--- src/rtl/sp_ram_pkg.sv ---
// Shared definitions for the byte-enabled scratch RAM: read-during-write
// policy codes, clear-engine state encoding and the byte-lane merge helper.
package sp_ram_pkg;

    localparam int unsigned RDW_OLD = 0;
    localparam int unsigned RDW_NEW = 1;

    typedef enum logic {
        ST_CLEAR,
        ST_READY
    } state_t;

    // One byte lane of a partial write: new byte when enabled, old byte otherwise.
    function automatic logic [7:0] merge_byte(input logic [7:0] old_b,
                                              input logic [7:0] new_b,
                                              input logic       en);
        return en ? new_b : old_b;
    endfunction

endpackage

--- src/rtl/sp_ram_clear_fsm.sv ---
// Clear engine: owns the array after reset or a clear request and sweeps a
// zero write across every address, one word per cycle.
module sp_ram_clear_fsm
    import sp_ram_pkg::*;
#(
    parameter int unsigned ADDR_WIDTH = 4
) (
    input  logic                  clk,
    input  logic                  rst_n,
    input  logic                  clr_req,
    output logic                  init_busy,
    output logic                  clr_we,
    output logic [ADDR_WIDTH-1:0] clr_addr
);

    localparam logic [ADDR_WIDTH-1:0] LAST_ADDR = '1;

    state_t                state_q, state_d;
    logic [ADDR_WIDTH-1:0] cnt_q, cnt_d;

    // State and sweep counter; reset always restarts a full clear from address 0.
    always_ff @(posedge clk or negedge rst_n) begin
        if (!rst_n) begin
            state_q <= ST_CLEAR;
            cnt_q   <= '0;
        end else begin
            state_q <= state_d;
            cnt_q   <= cnt_d;
        end
    end

    // Next-state logic and clear-port outputs; clr_req is ignored while clearing.
    always_comb begin
        state_d   = state_q;
        cnt_d     = cnt_q;
        init_busy = 1'b0;
        clr_we    = 1'b0;
        clr_addr  = cnt_q;
        case (state_q)
            ST_CLEAR: begin
                init_busy = 1'b1;
                clr_we    = 1'b1;
                if (cnt_q == LAST_ADDR) begin
                    state_d = ST_READY;
                    cnt_d   = '0;
                end else begin
                    cnt_d = cnt_q + 1'b1;
                end
            end
            ST_READY: begin
                if (clr_req) begin
                    state_d = ST_CLEAR;
                    cnt_d   = '0;
                end
            end
            default: begin
                state_d = ST_CLEAR;
                cnt_d   = '0;
            end
        endcase
    end

endmodule

--- src/rtl/sp_ram_be_ctrl.sv ---
// Simple dual-port RAM (one write, one read port) with byte-lane write
// enables, selectable same-address read-during-write policy, a read-valid
// strobe and a built-in clear engine.
// Optional macro SP_RAM_OUT_REG_EN adds an output register stage on
// rdata/rvalid (read latency 2 instead of 1).
module sp_ram_be_ctrl
    import sp_ram_pkg::*;
#(
    parameter int unsigned DATA_WIDTH = 32,
    parameter int unsigned ADDR_WIDTH = 4,
    parameter int unsigned RDW_MODE   = 0
) (
    input  logic                    clk,
    input  logic                    rst_n,
    input  logic                    clr_req,
    output logic                    init_busy,
    input  logic                    we,
    input  logic [DATA_WIDTH/8-1:0] be,
    input  logic [ADDR_WIDTH-1:0]   waddr,
    input  logic [DATA_WIDTH-1:0]   wdata,
    input  logic                    re,
    input  logic [ADDR_WIDTH-1:0]   raddr,
    output logic [DATA_WIDTH-1:0]   rdata,
    output logic                    rvalid
);

    localparam int unsigned DEPTH     = 1 << ADDR_WIDTH;
    localparam int unsigned NUM_BYTES = DATA_WIDTH / 8;

    logic [DATA_WIDTH-1:0] mem [DEPTH];

    logic                  clr_we;
    logic [ADDR_WIDTH-1:0] clr_addr;
    logic                  wr_en;
    logic                  rd_en;
    logic [DATA_WIDTH-1:0] rd_word;
    logic [DATA_WIDTH-1:0] rdata_q;
    logic                  rvalid_q;

    sp_ram_clear_fsm #(
        .ADDR_WIDTH (ADDR_WIDTH)
    ) u_clear_fsm (
        .clk       (clk),
        .rst_n     (rst_n),
        .clr_req   (clr_req),
        .init_busy (init_busy),
        .clr_we    (clr_we),
        .clr_addr  (clr_addr)
    );

    assign wr_en = we & ~init_busy;
    assign rd_en = re & ~init_busy;

    // Array write: the clear engine has priority, otherwise byte-merged user writes.
    always_ff @(posedge clk) begin
        if (clr_we) begin
            mem[clr_addr] <= '0;
        end else if (wr_en) begin
            for (int unsigned i = 0; i < NUM_BYTES; i++) begin
                mem[waddr][8*i +: 8] <= merge_byte(mem[waddr][8*i +: 8],
                                                   wdata[8*i +: 8], be[i]);
            end
        end
    end

    // Read word selection; write-through mode forwards enabled lanes on a collision.
    always_comb begin
        rd_word = mem[raddr];
        if (RDW_MODE == RDW_NEW && wr_en && waddr == raddr) begin
            for (int unsigned i = 0; i < NUM_BYTES; i++) begin
                rd_word[8*i +: 8] = merge_byte(mem[raddr][8*i +: 8],
                                               wdata[8*i +: 8], be[i]);
            end
        end
    end

    // First read stage: capture on accepted reads, data holds otherwise.
    always_ff @(posedge clk or negedge rst_n) begin
        if (!rst_n) begin
            rdata_q  <= '0;
            rvalid_q <= 1'b0;
        end else begin
            rvalid_q <= rd_en;
            if (rd_en) begin
                rdata_q <= rd_word;
            end
        end
    end

`ifdef SP_RAM_OUT_REG_EN
    logic [DATA_WIDTH-1:0] rdata_o;
    logic                  rvalid_o;

    // Output pipeline stage: delays data and strobe one cycle, data holds between reads.
    always_ff @(posedge clk or negedge rst_n) begin
        if (!rst_n) begin
            rdata_o  <= '0;
            rvalid_o <= 1'b0;
        end else begin
            rvalid_o <= rvalid_q;
            if (rvalid_q) begin
                rdata_o <= rdata_q;
            end
        end
    end

    assign rdata  = rdata_o;
    assign rvalid = rvalid_o;
`else
    assign rdata  = rdata_q;
    assign rvalid = rvalid_q;
`endif

endmodule

--- config.mk ---
export PLATFORM = sky130hd
export DESIGN_NAME = sp_ram_be_ctrl
export DESIGN_NICKNAME = d
export VERILOG_FILES = /design/src/rtl/sp_ram_pkg.sv /design/src/rtl/sp_ram_clear_fsm.sv /design/src/rtl/sp_ram_be_ctrl.sv
export SDC_FILE = /design/constraint.sdc
export NUM_CORES = 1
export LEC_CHECK = 0
export ABC_AREA = 1
export ABC_CLOCK_PERIOD_IN_PS = 2500
export CORE_MARGIN = 4
export CORE_UTILIZATION = 45
export CTS_BUF_LIST = sky130_fd_sc_hd__clkbuf_2
export DETAILED_ROUTE_END_ITERATION = 10
export RECOVER_POWER = 25
export SYNTH_ARGS = -nofsm -noshare
export SYNTH_HDL_FRONTEND = slang
export SYNTH_SLANG_ARGS = --single-unit
--- constraint.sdc ---
create_clock -name clk -period 2.5 [get_ports clk]
set_clock_uncertainty 0.05 [all_clocks]
set_input_delay 0.375 -clock clk [delete_from_list [all_inputs] [get_ports clk]]
set_output_delay 0.375 -clock clk [all_outputs]
set_load 0.1 [all_outputs]
# Word-level counts from Yosys, hierarchy flattened
# Memories as Yosys holds them, arrays and structs flattened. A register that Yosys moved wholly into a read port is not among the register bits.
# Cells that the tools add are included.
# classes
n_addsub	1
mul	0
n_div	0
order_cmp	0
eq_ne	6
shifts	0
mux	17
bitwise_logic	3
reduce_logical	6
# op_table
operator	count
32-bit 2-to-1 mux	1
8-bit 2-to-1 mux	4
32-bit OR reduction	1
4-bit 2-to-1 mux	4
4-bit one-hot mux with 2 select lines	1
2-bit AND reduction	4
1-bit 2-to-1 mux	6
4-bit by 1-bit adder with 4-bit output, second input constant	1
4-bit equality test, second input constant	1
1-bit != test, second input constant	4
1-bit AND	2
2-bit != test, second input constant	1
1-bit one-hot mux with 2 select lines	1
1-bit logical NOT	1
1-bit NOT	1
# totals
reg_bits	6
latchBits	0
ram_bits	512
rom_bits	0
inputBits	49
out_inout_bits	34
wordCells	37
memories	1
# mem_list
memory	depth	word_bits	rd	rd_clocked_by_memory_dff	wr	line	rtl
mem	16	32	1	1	1	sp_ram_be_ctrl.sv:30	logic [DATA_WIDTH-1:0] mem [DEPTH];

# Longest topological paths before layout
# depth
word_depth	7
ltp_mapped	12
mapped_depth_nobuf	9

# By module
# A second synthesis with hierarchy kept.
# hier_totals
cells_unflattened	1979
hier_area_um2	22651.7
# by_module_without_submodules
mod	instances	cells_each	area_each_um2	seq_area_each_um2
sp_ram_be_ctrl	1	1950	22396.5	16200.5
sp_ram_clear_fsm	1	29	255.2	125.1

# Worst setup path after synthesis
# Ideal clock, no wire load.
# synth_timing
path_kind	register to register
start	reg u_clear_fsm.state_q
end	mem mem[10][0] (enable)
setup_time_ps	370
t_arrival_ps	1638
required_ps	2080
slack_ps	442
path_stages_with_launch	5
n_path_buf	1
period_less_slack_ps	2058
cell_sequence	dfrtp_1 -> inv_2 -> a21oi_1 -> buf_2 -> nor2_1
# synth_between
word_cells_on_any_way	12
cone_classes	6 x mux; 1 x bitwise; 5 x reduce/logical
# synth_lines
item	line	rtl
from (decl)	sp_ram_clear_fsm.sv:18	state_t state_q, state_d;
from (signal assigned)	sp_ram_clear_fsm.sv:27	state_q <= state_d;
1-bit 2-to-1 mux	--	
named net init_busy	sp_ram_be_ctrl.sv:16	output logic init_busy,
4-bit 2-to-1 mux (no line)	--	
to (decl)	sp_ram_be_ctrl.sv:30	
# The timed path passes the listed nets, and every way through them passes these cells.

# Final worst setup path
# layout_timing
start	reg u_clear_fsm.state_q
end	mem mem[13][4], data pin
# layout_between
elab_chain_cells	7
word_cells_on_any_way	10
cone_classes	4 x mux; 1 x bitwise; 5 x reduce/logical
# layout_lines
item	line	rtl
1-bit AND	sp_ram_be_ctrl.sv:51	assign wr_en = we & ~init_busy;
1-bit 2-to-1 mux	sp_ram_be_ctrl.sv:58	end else if (wr_en) begin
1-bit 2-to-1 mux (*)	sp_ram_be_ctrl.sv:56	if (clr_we) begin
1-bit 2-to-1 mux (implied by the code) (*)	sp_ram_be_ctrl.sv:60	mem[waddr][8*i +: 8] <= merge_byte(mem[waddr][8*i +: 8],
2-bit AND reduction (no line)	--	
32-bit OR reduction (no line) (*)	--	
32-bit 2-to-1 mux (no line) (*)	--	
# Every way passes the cells marked *; elsewhere a longest branch is shown, timed or not.

==> run metrics <==
Final Instance Area 26700 sq um; CP arrival 3100 ps; Worst Hold Class input pin to flip-flop; Finish-stage setup viols 0; Starting DRT DRC Count 1773; worst skew pair latency 1100 ps; Residual DRC 0; Core ar. 50000 sq um; Die Area 54100 sq um; remaining antenna violation count 0; postcts setup bufs 0; EDFF count, synth 512; PortBufs 82; Worst VDD drop 0.000548 V; post-layout util 53.4%; share of synthesized registers carrying an async set or reset 6.91%; Slew @ Worst Pin 1360 ps; cell mode on critical path inv_1; worst rel slew slack 9.15%; hpwl dp 36600 um; most frequent cell after synthesis nand2_1; delay-heaviest family, CP buffers and inverters; Avg Inst Size Synth 11.1 sq um; post-route minimum period 2380 ps; routed wire length 60700 um; type of the worst setup path flip-flop to flip-flop; largest net degree at the start of global routing 121; critical path fanouts, max 30; FMAX 0.420 GHz; total CTS buffers 141; CP Cell Sequence nand2_1, inv_1, o21ai_4, nand2_4, inv_1, buf_2, nor2_1, clkbuf_4; layout net count 2359; share of cells above drive strength 1 17.9%; fin crit share 95.3%; Via density 5.16; area leader, netlist edfxtp_1; Worst Setup End Kind flip-flop; vias in the first global route 15952; Max Slew Vio Count 0; sinks on the clock net 550; first-pass GRT wire length 91500 um; Startpoint Class flip-flop; Synth Instances 2036; Post-Syn Area 22700 sq um; status complete, no violations; synth cell count leaders nand2_1, edfxtp_1, nand3_1; PwrDens 1000 nW/um^2; routed len/inst 19.7 um; leakage 0.0110 uW; Clock Tree Buf Depth 3; Buffers & Inverters on Critical Path 4; GRT overflow 0; Initial DRT Pass Iterations 8; number of distinct library cells after synthesis 22; Die Y 232 um; critical path required time 3220 ps; Yosys Warn Count 0; initial core utilization 45.4%; #FFs+latches synth 550; CTS tree done; Inst Count DP 2799; Layout Cells excl Fill 3087; Die W 232 um; num ports 83; H-tree levels 4; register area share after synthesis 72.0%; syn nets 2086; synth-to-layout area growth 17.7%; initial antenna violation count 1; top_reg_cell synth edfxtp_1; Yosys top cell area share 67.8%; final worst setup slack 118 ps; vias post-DR 15935; GP Congestion 0.868; clk root buf clkbuf_2; RSZ-0062 raised after global routing false; Total GRT Usage 22.6%; Post-DP Area 25200 sq um; Final Hold Viols 0; most area-consuming cells after synthesis edfxtp_1, nand2_1, nand3_1; Clock transition at path regs 110 ps; Largest stage delay, worst path 670 ps; Setup WS pre-CTS -145 ps; Core Rows 82; hold slack 253 ps; CP max stage cell buf_2; Max-Cap Viols 0
==> registers in the layout, summed over array words and instances (netlist names) <==
register              cells
mem                     512
rdata                    32
u_clear_fsm.clr_addr      4
rvalid                    1
u_clear_fsm.state_q       1
==> cells by family (layout without fill, tap and decap cells) <==
group	after synthesis	in the layout	share of synthesized area, %
and+or+nand+nor	1306	1306	24.4
buffers and inverters	166	544	3.16
DFF	550	550	72.0
xor gates and xnor gates	2	2	0.0773
AOI/OAI and AO/OA	11	11	0.348
other	0	1	0
adders and majority gates	1	1	0.0552
==> repair_timing <==
item                                    4_1_cts  5_1_grt
endpoints found under the hold margin       492        0
hold buffers                                 39        0
endpoints found under the setup margin        1        1
gates cloned                                  0        0
resized for setup                             4        1
==> report_power, final <==
| group | switching [uW] | internal [uW] | total [uW] |
|---|---|---|---|
| Sequential | 607 | 12800 | 13400 |
| Clock | 3510 | 2360 | 5870 |
| Combinational | 5490 | 2010 | 7500 |
==> tightest hold or removal path: stages <==
cell and delay (ps):
clkdlybuf4s50_1 400, inv_1 50, nor2_1 40, clkbuf_2 290
==> layout by cell type, fill, tap and decap left out, types with 2 or more instances in the layout <==
| cell | n |
|---|---|
| dlygate4sd3_1 | 39 |
| dfrtp_1 | 38 |
| clkbuf_2 | 216 |
| edfxtp_1 | 512 |
| clkbuf_1 | 2 |
| o21ai_0 | 4 |
| a21oi_1 | 4 |
| inv_6 | 2 |
| buf_12 | 33 |
| clkdlybuf4s50_1 | 43 |
| clkinv_1 | 20 |
| clkbuf_4 | 8 |
| inv_2 | 7 |
| nand3_1 | 395 |
| buf_4 | 115 |
| inv_1 | 44 |
| nor2_1 | 96 |
| nor2_4 | 8 |
| nand2_2 | 24 |
| nand2_1 | 781 |
| clkinv_2 | 8 |
| buf_2 | 4 |
| o21ai_4 | 2 |
==> final cells by class <==
type	count	area, sq um
Fill cell	4434	23300
Sequential cell	550	16300
Multi-Input combinational cell	1320	5640
Timing Repair Buffer	248	2460
Clock buffer	213	1070
Tap cell	672	841
Inverter	48	193
Clock inverter	35	168
Antenna cell	1	2.50
==> stage by stage <==
stage | setup TNS [ps] | power, uW
2_1_floorplan | 0 | 18100
3_3_place_gp | -8590 | 21000
3_5_place_dp | -46750 | 21100
4_1_cts | 0 | 27000
5_1_grt | 0 | 28100
6_report | 0 | 26700
==> path summary, 6_finish.rpt <==
| path | startpoint | to | slack (ps) | cells past startpoint |
|---|---|---|---|---|
| max | u_clear_fsm.state_q | mem[13][4] | 120 | 8 |
| min | wdata[0] | mem[11][0] | 250 | 4 |
| max reg2reg | u_clear_fsm.state_q | mem[13][4] | 120 | 8 |
| min reg2reg | rdata[11] | rdata[11] | 440 | 2 |
| max in group asynchronous | rst_n | rdata[24] | 800 | 4 |
| min in group asynchronous | rst_n | rdata[8] | 680 | 4 |
==> metal layers <==
| layer | vias to the layer above | wire (um) | track usage (%) |
|---|---|---|---|
| met5 | - | 0 | 0 |
| met4 | 0 | 1660 | 9.15 |
| met3 | 101 | 4430 | 4.49 |
| met2 | 684 | 29100 | 36.1 |
| met1 | 7570 | 25600 | 30.6 |
| li1 | 7580 | - | - |
(Power assumes the default switching activity.)
